[config.mk]
export PLATFORM = sky130hd
export DESIGN_NAME = alu_muldiv
export DESIGN_NICKNAME = d
export VERILOG_FILES = /design/src/rtl/alu_pkg.sv /design/src/rtl/muldiv_iter.sv /design/src/rtl/alu_muldiv.sv
export SDC_FILE = /design/constraint.sdc
export NUM_CORES = 1
export LEC_CHECK = 0
export CORE_ASPECT_RATIO = 0.6
export CORE_UTILIZATION = 35
export DETAILED_ROUTE_END_ITERATION = 8
export SLEW_MARGIN = 0
export SYNTH_ARGS = -nofsm -noshare
export SYNTH_HDL_FRONTEND = slang
export SYNTH_HIERARCHICAL = 1
export SYNTH_SLANG_ARGS = --single-unit
[constraint.sdc]
create_clock -name clk -period 6.18 [get_ports clk]
set_input_delay 1.236 -clock clk [delete_from_list [all_inputs] [get_ports clk]]
set_output_delay 1.236 -clock clk [all_outputs]
set_load 0.05 [all_outputs]
[src/rtl/alu_pkg.sv]
// Opcode map, iterative-unit state type and decode helper shared by the ALU
// and its multiply/divide datapath.
package alu_pkg;

    localparam logic [3:0] ALU_AND   = 4'b0000;
    localparam logic [3:0] ALU_OR    = 4'b0001;
    localparam logic [3:0] ALU_ADD   = 4'b0010;
    localparam logic [3:0] ALU_SUB   = 4'b0110;
    localparam logic [3:0] ALU_SLT   = 4'b0111;
    localparam logic [3:0] ALU_MULTU = 4'b1000;
    localparam logic [3:0] ALU_MULT  = 4'b1001;
    localparam logic [3:0] ALU_DIVU  = 4'b1010;
    localparam logic [3:0] ALU_DIV   = 4'b1011;
    localparam logic [3:0] ALU_MFHI  = 4'b1100;
    localparam logic [3:0] ALU_MFLO  = 4'b1101;

    typedef enum logic [1:0] {
        IDLE = 2'd0,
        ITER = 2'd1,
        FIX  = 2'd2
    } md_state_t;

    // 10xx: bit 1 selects divide, bit 0 selects signed
    function automatic logic is_muldiv(input logic [3:0] op);
        return op[3:2] == 2'b10;
    endfunction

endpackage

[src/rtl/muldiv_iter.sv]
// Iterative unsigned shift-add multiplier / restoring divider on operand
// magnitudes, with sign restoration and divide-by-zero handling in FIX.
module muldiv_iter
    import alu_pkg::*;
#(
    parameter int WIDTH = 32
)
(
    input  logic             clk,
    input  logic             reset,
    input  logic             start,
    input  logic             is_div,
    input  logic             is_signed,
    input  logic [WIDTH-1:0] a,
    input  logic [WIDTH-1:0] b,
    output logic             idle,
    output logic             done,
    output logic [WIDTH-1:0] hi,
    output logic [WIDTH-1:0] lo
);

    localparam int CW = $clog2(WIDTH);
    localparam logic [CW-1:0] LAST = CW'(WIDTH - 1);

    md_state_t        state, state_nxt;
    logic [CW-1:0]    cnt;
    logic [WIDTH-1:0] acc_hi, acc_lo, opnd, a_raw;
    logic             div_q, neg_lo, neg_hi, div0;

    logic             neg_a, neg_b;
    logic [WIDTH-1:0] mag_a, mag_b;
    logic [WIDTH:0]   mul_sum, div_sh, div_diff;
    logic [2*WIDTH-1:0] prod;

    assign neg_a = is_signed & a[WIDTH-1];
    assign neg_b = is_signed & b[WIDTH-1];
    assign mag_a = neg_a ? -a : a;
    assign mag_b = neg_b ? -b : b;

    assign idle = (state == IDLE);
    assign done = (state == FIX);

    always_ff @(posedge clk) begin
        if (reset) state <= IDLE;
        else       state <= state_nxt;
    end

    always_comb begin
        state_nxt = state;
        case (state)
            IDLE:    if (start) state_nxt = ITER;
            ITER:    if (cnt == LAST) state_nxt = FIX;
            FIX:     state_nxt = IDLE;
            default: state_nxt = IDLE;
        endcase
    end

    always_comb begin
        mul_sum  = {1'b0, acc_hi} + (acc_lo[0] ? {1'b0, opnd} : '0);
        div_sh   = {acc_hi, acc_lo[WIDTH-1]};
        div_diff = div_sh - {1'b0, opnd};
    end

    // multiply: acc_lo starts as the multiplier and is shifted out as the
    // product's low half shifts in; divide: acc_lo holds dividend then quotient
    always_ff @(posedge clk) begin
        if (reset) begin
            cnt    <= '0;
            acc_hi <= '0;
            acc_lo <= '0;
            opnd   <= '0;
            a_raw  <= '0;
            div_q  <= 1'b0;
            neg_lo <= 1'b0;
            neg_hi <= 1'b0;
            div0   <= 1'b0;
        end else begin
            case (state)
                IDLE: if (start) begin
                    cnt    <= '0;
                    acc_hi <= '0;
                    acc_lo <= is_div ? mag_a : mag_b;
                    opnd   <= is_div ? mag_b : mag_a;
                    a_raw  <= a;
                    div_q  <= is_div;
                    neg_lo <= neg_a ^ neg_b;
                    neg_hi <= neg_a;
                    div0   <= (b == '0);
                end
                ITER: begin
                    cnt <= cnt + 1'b1;
                    if (div_q) begin
                        acc_hi <= div_diff[WIDTH] ? div_sh[WIDTH-1:0] : div_diff[WIDTH-1:0];
                        acc_lo <= {acc_lo[WIDTH-2:0], ~div_diff[WIDTH]};
                    end else begin
                        {acc_hi, acc_lo} <= {mul_sum, acc_lo[WIDTH-1:1]};
                    end
                end
                default: ;
            endcase
        end
    end

    always_comb begin
        prod = {acc_hi, acc_lo};
        if (neg_lo) prod = -prod;
        hi = prod[2*WIDTH-1:WIDTH];
        lo = prod[WIDTH-1:0];
        if (div_q) begin
            if (div0) begin
                lo = '1;
                hi = a_raw;
            end else begin
                lo = neg_lo ? -acc_lo : acc_lo;
                hi = neg_hi ? -acc_hi : acc_hi;
            end
        end
    end

endmodule

[src/rtl/alu_muldiv.sv]
// Execute-stage ALU: single-cycle logic/arith ops plus an iterative
// multiply/divide unit feeding architectural HI/LO registers.
module alu_muldiv
    import alu_pkg::*;
#(
    parameter int WIDTH  = 32,
    parameter int CTRL_W = 4
)
(
    input  logic              clk,
    input  logic              reset,
    input  logic              in_valid,
    output logic              in_ready,
    input  logic [WIDTH-1:0]  A,
    input  logic [WIDTH-1:0]  B,
    input  logic [CTRL_W-1:0] ALUControl,
    output logic              out_valid,
    output logic [WIDTH-1:0]  Result,
    output logic              Zero,
    output logic              busy
);

    logic [3:0]       op;
    logic [WIDTH-1:0] hi_q, lo_q, md_hi, md_lo, simple_res;
    logic             accept, md_start, md_idle, md_done;

    // codes with any bit above the 4-bit opcode set fall into the ADD default
    always_comb begin
        op = ((ALUControl >> 4) == '0) ? ALUControl[3:0] : ALU_ADD;
        simple_res = '0;
        case (op)
            ALU_AND:  simple_res = A & B;
            ALU_OR:   simple_res = A | B;
            ALU_SUB:  simple_res = A - B;
            ALU_SLT:  simple_res[0] = ($signed(A) < $signed(B));
            ALU_MFHI: simple_res = hi_q;
            ALU_MFLO: simple_res = lo_q;
            default:  simple_res = A + B;
        endcase
    end

    assign in_ready = md_idle;
    assign busy     = ~md_idle;
    assign accept   = in_valid & in_ready;
    assign md_start = accept & is_muldiv(op);

    muldiv_iter #(
        .WIDTH(WIDTH)
    ) u_iter (
        .clk       (clk),
        .reset     (reset),
        .start     (md_start),
        .is_div    (op[1]),
        .is_signed (op[0]),
        .a         (A),
        .b         (B),
        .idle      (md_idle),
        .done      (md_done),
        .hi        (md_hi),
        .lo        (md_lo)
    );

    // in_ready is low during FIX, so a completion never races a simple accept
    always_ff @(posedge clk) begin
        if (reset) begin
            hi_q      <= '0;
            lo_q      <= '0;
            Result    <= '0;
            Zero      <= 1'b1;
            out_valid <= 1'b0;
        end else begin
            out_valid <= 1'b0;
            if (md_done) begin
                hi_q      <= md_hi;
                lo_q      <= md_lo;
                Result    <= md_lo;
                Zero      <= (md_lo == '0);
                out_valid <= 1'b1;
            end else if (accept && !is_muldiv(op)) begin
                Result    <= simple_res;
                Zero      <= (simple_res == '0);
                out_valid <= 1'b1;
            end
        end
    end

endmodule

# [Word-level counts from Yosys, hierarchy flattened]
# Index checks and enable logic that the tools add are counted.
[classes] add_sub_neg=10 magnitude_cmp=1 eq_ne=11 mux=32 bitwise_logic=9 reduce_logical=12
[op_table] operator="$mux 32" n=18
[op_table] operator="$pmux 31 s6" n=1
[op_table] operator="$neg 32->32" n=4
[op_table] operator="$pmux 32 s2" n=2
[op_table] operator="$logic_not 32->1" n=3
[op_table] operator="$mux 64" n=1
[op_table] operator="$neg 64->64" n=1
[op_table] operator="$add 32x33->33" n=1
[op_table] operator="$sub 33x32->33" n=1
[op_table] operator="$add 32x32->32" n=1
[op_table] operator="$and 32x32->32" n=1
[op_table] operator="$lt 32x32->1" n=1
[op_table] operator="$or 32x32->32" n=1
[op_table] operator="$sub 32x32->32" n=1
[op_table] operator="$pmux 5 s2" n=1
[op_table] operator="$eq 4x3->1 const B" n=2
[op_table] operator="$eq 4x4->1 const B" n=2
[op_table] operator="$pmux 1 s6" n=1
[op_table] operator="$reduce_and 2->1" n=3
[op_table] operator="$add 5x1->5 const B" n=1
[op_table] operator="$eq 5x5->1 const B" n=1
[op_table] operator="$mux 5" n=1
[op_table] operator="$and 1x1->1" n=4
[op_table] operator="$eq 2x2->1 const B" n=2
[op_table] operator="other kinds (13)" n=20
[totals] regBits=237 out_inout_bits=36 elab_cells=90

# [Depth between registers and ports, before layout]
# Gate-level depths: netlist of the first run.
[depth] word_depth=6 ltp_mapped=15 depth_no_buf=15

# [By module]
# Netlist of the first run, hierarchy kept.
[by_module_without_submodules] module="muldiv_iter" instances=1 cells_per_inst=2010 area_each_um2=14093.5 seq_area_each_um2=2782.7
[by_module_without_submodules] module="alu_muldiv" instances=1 cells_per_inst=1298 area_each_um2=9489.1 seq_area_each_um2=1961.9

# [Worst setup path after synthesis of the first run]
# No wires, ideal clock.
[synth_timing] path_kind="in2reg" startpoint="input port A[0]" endpoint="register Zero" arrival_ps=4298 t_required_ps=6084 setup_slack_ps=1786 stages=15 path_cell_list="inv_1 -> ha_1 -> inv_1 -> fa_1 -> nor2b_1 -> o311ai_2 -> a2111o_1 -> nand3_1 -> a2111oi_0 -> o21a_1 -> a211oi_1 -> or4b_1 -> nor4b_2 -> nand4b_1 -> o41ai_2"
[synth_between] elab_chain_len=5 word_cells_on_any_way=10 classes_between="2 x add/sub; 1 x order compare; 4 x mux; 2 x bitwise; 1 x reduce/logical"
[synth_lines] item="start: declaration" line="alu_muldiv.sv:14" source="input logic [WIDTH-1:0] A,"
[synth_lines] item="$add 32x32->32 (tied with other cells)" line="alu_muldiv.sv:38" source="default: simple_res = A + B;"
[synth_lines] item="$pmux 1 s6 or $pmux 31 s6 (tied branches)" line="alu_muldiv.sv:31" source="case (op)"
[synth_lines] item="$logic_not 32->1 (*)" line="alu_muldiv.sv:81" source="Zero <= (simple_res == '0);"
[synth_lines] item="$mux 1 (*)" line="alu_muldiv.sv:79" source="end else if (accept && !is_muldiv(op)) begin"
[synth_lines] item="$mux 1 (*)" line="alu_muldiv.sv:73" source="if (md_done) begin"
[synth_lines] item="end signal: assignment" line="alu_muldiv.sv:77" source="Zero <= (md_lo == '0);"
[synth_lines] item="end signal: assignment" line="alu_muldiv.sv:81"
[synth_lines] item="end: declaration" line="alu_muldiv.sv:19" source="output logic Zero,"
# Mark *: on every way between the ends. The rest lies on a longest branch, timed or not. The select of a mux whose other input is x is not followed.
# A chain may end at the register's enable or synchronous reset.

# [Worst setup path in the final report of the first run]
[layout_timing] startpoint="input port B[4]" endpoint="register Result[25]"
[layout_between] elab_chain_len=4 word_cells_on_any_way=5 classes_between="2 x add/sub; 3 x mux"
[layout_lines] item="start: declaration" line="alu_muldiv.sv:15" source="input logic [WIDTH-1:0] B,"
[layout_lines] item="$add 32x32->32 or $sub 32x32->32 (tied branches)" line="alu_muldiv.sv:38, alu_muldiv.sv:34"
[layout_lines] item="$pmux 31 s6 (*)" line="alu_muldiv.sv:31"
[layout_lines] item="$mux 32 (*)" line="alu_muldiv.sv:79"
[layout_lines] item="$mux 32 (*)" line="alu_muldiv.sv:73"
[layout_lines] item="end signal: assignment" line="alu_muldiv.sv:76" source="Result <= md_lo;"
[layout_lines] item="end signal: assignment" line="alu_muldiv.sv:80" source="Result <= simple_res;"
[layout_lines] item="end: declaration" line="alu_muldiv.sv:18" source="output logic [WIDTH-1:0] Result,"
# Marks and branches as above.

==> results of run 1 <==
path summary, 6_finish.rpt:
kind                            to  slack, ps  cells past startpoint
setup / recovery        Result[25]        580                     13
hold reg to reg    u_iter/opnd[11]        450                      2
hold / removal     u_iter/opnd[11]        450                      2
setup reg to reg  u_iter/acc_hi[3]       1310                     14
report_power, final:
| part | leakage (nW) | internal (W) | switching [W] |
|---|---|---|---|
| Clock | 0.479 | 0.00109 | 0.000802 |
| Combinational | 8.16 | 0.000652 | 0.00124 |
| Sequential | 1.93 | 0.00159 | 0.000104 |
| Total | 10.6 | 0.00333 | 0.00215 |
routing by layer:
layer / track usage [%] / wire, um / part of all wire [%]
met1: 47.47 / 51710 / 49
met2: 35.85 / 36540 / 35
met3: 11.61 / 15440 / 15
met4: 3.685 / 1531 / 1.5
met5: 0 / 23 / 0.022
kinds of logic (layout without fill, tap and decap cells):
logic type	Yosys count	in the layout	share of synthesized area, %
compound gates	1056	1056	29.10
xor+xnor	213	213	7.911
fa+ha+maj	170	170	9.147
buf+inv	404	430	6.733
flops	237	237	20.12
mux	124	124	5.316
other cells	0	2	0
simple gates	1104	1104	21.67
flip-flops by register name (all words and copies together), names as in the netlist:
name,count
Result,32
u_iter/neg_lo,1
lo_q,32
Zero,1
u_iter/cnt,5
u_iter/opnd,32
u_iter/acc_hi,32
u_iter/div0,1
u_iter/neg_hi,1
out_valid,1
u_iter/state,2
u_iter/div_q,1
u_iter/acc_lo,32
hi_q,32
u_iter/a_raw,32
layout make-up:
type	count	area (um^2)
antenna	2	5.005
inverter	165	619.3
fill	7025	39700
sequential	237	4750
clock buffer	32	714.4
multi-input combinational	2667	17330
timing repair buffer	215	1883
clock inverter	18	270.3
tap	900	1126
cells in the final DEF, fill, tap and decap left out, types with 18 or more instances in the layout:
cell             count
nor2b_1             22
nand2b_1            39
nor2_1             347
buf_4              108
clkdlybuf4s50_1    103
o31ai_1             39
mux2i_1            114
xnor2_1            119
a221oi_1            18
a22oi_1             24
xor2_1              92
and2_1              18
or3_1               28
nor4_1              27
inv_1              157
ha_1               166
a31oi_1             40
a21oi_1            352
o211ai_1            65
a211oi_1            82
o21ai_0            176
nand4_1             24
nand2_1            390
nand3_1             47
nor3_1              51
and3_1              23
a21o_1              45
dfxtp_1            235
o21a_1              20
clkbuf_16           27
stage by stage:
step           cell area (um^2)  setup slack (ps)
3_3_place_gp              25710             405.3
4_1_cts                   26690             941.9
2_1_floorplan             23580              1786
3_5_place_dp              25710             346.0
5_1_grt                   26690             535.5
6_report                  26700             579.3
critical path: cells and delay by family:
family,cells,cell delay [ps]
compound gates,5,2010
fa+ha+maj,1,500
buf+inv,2,800
simple gates,4,1150
mux,1,390
==> metrics, run 1 <==
Critical Path RT=around 6700 ps; # resized after CTS=0; worst-skew pair later-pin latency=600 ps; Seq/Total Area, Yosys=around a fifth; fmax=178.5 MHz; Hold Path Origin=u_iter/opnd[11]; fin nets=~3600; vias per cell=approximately 6.1; Leak=10.57 nW; Slew HR=between 10% and 20%; worst hold-check path type=reg2reg; synth warn=6; Crit. End Element=flop; clock-pin slew on the worst setup and hold paths=70 ps; CTS HTree Levels=1; GRT Overall Usage=29.62%; die width=around 340 um; Core ar.=roughly 66000 um^2; DR pass1 iterations=8; Port Buf Inserts=106; Layout Skew=27.12 ps; Final Util=40.21%; number of buffers inserted by hold repair at cts=0; Post-Layout Cell Count=roughly 4200; largest area contributor in the netlist=dfxtp_1; max incr delay on CP=about 830 ps; Hold Vio Cnt, Final=0; most common cell in the netlist=nand2_1; drt wl/cell=between 20 and 25 um; initial antenna violation count=4; ys flop type=dfxtp_1; Sink Count=roughly 240; # setup viols final=0; Post-synth EDFFs=0; # IOs=~110; vias in the first global route=22506; layout cells sized above 1=under 10%; power consumption=~0.0055 W; DRC=0; Die H=203.1 um; final wirelength=105200 um; startpoint types=primary input; Tcrit/Tclk final=90.63%; Crit Path Max Fanout=11; Starting Density=35.51%; clk root buf=clkbuf_16; outcome=finished clean; most frequent cells after synthesis=nand2_1 (391), a21oi_1 (352), nor2_1 (349); DR iter-0 viols=between 3000 and 4000; PwrDens=between 200 and 250 nW/um^2; kind of critical path=in2reg; asr flop ratio synth=0%; RePlAce Congestion=a little over 1; DRT antenna net count=0; worst-margin pin slew=between 1000 and 1500 ps; top post-synthesis cells by area=dfxtp_1 (20%), ha_1 (8.8%), a21oi_1 (7.5%), nand2_1 (6.2%), nor2_1 (5.6%); post-synth top area share=20.12%; RSZ-0062 raised after global routing=false; first-pass GRT wire length=between 150000 and 200000 um; number of synthesized register bits=237; worst r2r src=u_iter/acc_lo[31]; placed insts=between 4000 and 5000; WP data arrival=between 6000 and 7000 ps; Cell Rows=73; CTS tree=yes; crit path cell chain=clkdlybuf4s50_1 -> inv_1 -> ha_1 -> a21o_1 -> a31o_1 -> nor2_2 -> o31ai_1 -> a31oi_1 -> nor4b_1 -> mux2_2 -> nor3_1 -> nand2_1 -> a311oi_1; mapped cell area=23580 um^2; area growth from synthesis to layout=13.21%; Mean Syn Cell Area=just over 7 um^2; synthesized net count=about 3500; Fin Hold WS=roughly 450 ps; postcts setup bufs=0; CTS Buffer Depth=3; Final Max Tran Viols=0; HPWL after DPL=~83000 um; Critical Path Slowest Stage Cell=o31ai_1; GRT overflow=0; max-cap violations=0; number of distinct library cells after synthesis=99; vias post-DR=25897; Die Area=around 68000 um^2; largest net degree at the start of global routing=66; CP Launch Point=B[4]; worst vdd ir=approximately 200 uV; setup_tns=0 ps; Post-Synthesis Cells=3308; crit path time final=about 5600 ps; CTS Buf Count=27
Power figures use the tool's default switching activity.
==> run 2: changes to the inputs <==
Settings changed: CTS_CLUSTER_SIZE from default to 28, PLACE_DENSITY from default to 0.62, REMOVE_ABC_BUFFERS from default to 1.
==> run 2 against run 1 <==
Compared with the run above: core utilization fell by 0.41 points; die area did not move; hold slack got worse by 1.5 ps; highest routed layer is now met4; total power fell by 6.0%; combinational power fell by 3%; setup slack improved by 260 ps; clock skew fell by 11 ps; sequential power barely moved; critical endpoint is now Zero; register-to-register slack improved by 220 ps; first-iteration DRC count rose by 1.4%.
==> metrics, run 2 (synthesis gave the netlist of run 1 again) <==
outcome=finished clean (unchanged); WP data arrival=5830 ps (was 6090 ps); largest net degree at the start of global routing=114 (was 66); GRT Overall Usage=27.32% (was 29.62%); Sink Count=237 (unchanged); vias post-DR=25200 (was 25897); worst vdd ir=175.5 uV (was 200.7 uV); fin nets=3534 (was 3554); Layout Skew=16.43 ps (was 27.12 ps); first-pass GRT wire length=143600 um (was 152800 um); Slew HR=22.02% (was 10.36%); Hold Vio Cnt, Final=0 (unchanged); Hold Path Depth=2 (unchanged); Reg area=4750 um^2 (unchanged); clk root buf=clkbuf_16 (unchanged); initial antenna violation count=3 (was 4); DRC=0 (unchanged); Port Buf Inserts=106 (unchanged); Fin Hold WS=452.4 ps (was 453.9 ps); worst-skew pair later-pin latency=580 ps (was 600 ps); clock-pin slew on the worst setup and hold paths=80 ps (was 70 ps); startpoint types=primary input (unchanged); number of buffers inserted by hold repair at cts=0 (unchanged); Starting Density=35.51% (unchanged); worst r2r path cells=12 (was 14); Final Util=39.79% (was 40.21%); worst-margin pin slew=1155 ps (was 1328 ps); DR iter-0 viols=3743 (was 3690); RePlAce Congestion=0.9834 (was 1.032); kind of critical path=in2reg (unchanged); post-route cell area=26420 um^2 (was 26700 um^2); Critical Path RT=6670 ps (about the same); PwrDens=194.8 nW/um^2 (was 205.1 nW/um^2); Cell Rows=73 (unchanged); HPWL after DPL=75190 um (was 82550 um); DRT antenna net count=0 (unchanged); RSZ-0062 raised after global routing=false (unchanged); GRT overflow=0 (unchanged); drt wl/cell=22.80 um (was 24.85 um); vias per cell=5.979 (was 6.114); Final Max Tran Viols=0 (unchanged); max-cap violations=0 (unchanged); # resized after CTS=0 (unchanged); # IOs=107 (unchanged); final wirelength=96120 um (was 105200 um); DR pass1 iterations=6 (was 8); Post-DP Area=25560 um^2 (was 25710 um^2); # setup viols final=0 (unchanged); Die H=203.1 um (unchanged); Leak=10.42 nW (was 10.57 nW); area growth from synthesis to layout=12.05% (was 13.21%); Crit Path Max Fanout=6 (was 11); most frequent cells in the layout=nand2_1 (390), a21oi_1 (352), nor2_1 (347), dfxtp_1 (235), o21ai_0 (176) (unchanged); CTS HTree Levels=1 (unchanged); Crit. End Element=flop (unchanged); Tcrit/Tclk final=86.40% (was 90.63%); vias in the first global route=22336 (was 22506); most common cell after layout, fill and taps aside=nand2_1 (unchanged); die width=337.1 um (unchanged); CTS tree=yes (unchanged); postcts setup bufs=0 (unchanged); layout cells sized above 1=6.580% (was 7.199%); crit path time final=5340 ps (was 5601 ps); fmax=187.3 MHz (was 178.5 MHz); Core ar.=66400 um^2 (unchanged); CTS Buffer Depth=3 (unchanged); CTS Buf Count=26 (was 27); worst hold-check path type=reg2reg (unchanged); Die Area=68460 um^2 (unchanged); Fillers=7013 (was 7025); area of the multi-input gates=17330 um^2 (about the same)
## run 2: cell types whose count changed in the layout (fill, tap and decap cells not counted)
cell        delta
buf_4         -18
bufinv_16      -5
clkinv_2       +5
clkbuf_8       +3
inv_6          -2
buf_2          -1
clkinv_4       -1
clkinvlp_4     -1
inv_8          -1
nand3_1        +1
nand3_2        -1
## run 2: area by class of cell
type	instances	area share, %
clock buffers	35	2.860
clock inverters	13	0.3788
repair buffers	196	6.596
diodes	2	0.01894
flip-flops and latches	237	17.97
well taps	900	4.262
multi-input cells	2667	65.57
inverters	165	2.344
## run 2: final timing paths
path,end,slack (ps),startpoint
worst max-delay path,Zero,840,B[0]
worst min register to register,u_iter/opnd[3],450,u_iter/opnd[3]
worst max register to register,u_iter/acc_hi[7],1530,u_iter/acc_lo[31]
worst min-delay path,u_iter/opnd[3],450,u_iter/opnd[3]
## run 2: power by group
group	total, W	switching [W]	internal (W)
Clock	0.00164	0.000738	0.000901
Combinational	0.00185	0.00121	0.000644
Sequential	0.00166	0.0000692	0.00159
## run 2: layer usage
metal	track usage, %	wire (um)	up-vias
li1	-	-	11839
met1	43.31	46810	11952
met2	34.45	35180	1323
met3	9.389	12940	86
met4	3.815	1199	0
met5	0	0	-
## run 2: stage by stage
| step | power, W | worst slack [ps] | std cells | setup TNS [ps] |
|---|---|---|---|---|
| floorplan | 0.002791 | -1325 | 3069 | -36150 |
| global placement | 0.003473 | 520.9 | 4165 | 0 |
| detailed placement | 0.003467 | 363.7 | 4165 | 0 |
| CTS | 0.005095 | 942.8 | 4213 | 0 |
| global route | 0.005375 | 573.9 | 4213 | 0 |
| finish | 0.005148 | 840.4 | 4215 | 0 |
## run 2: critical path, stage by stage
cell             delay [ps]
clkdlybuf4s50_1         590
ha_1                    210
inv_1                    60
fa_1                    430
nor2b_1                 190
o311ai_2                320
a2111o_1                320
nand3_1                 300
a2111oi_0               540
o21a_1                  160
a211oi_1                 60
or4b_1                  590
nor4b_2                 310
nand4b_1                200
o41ai_2                 300
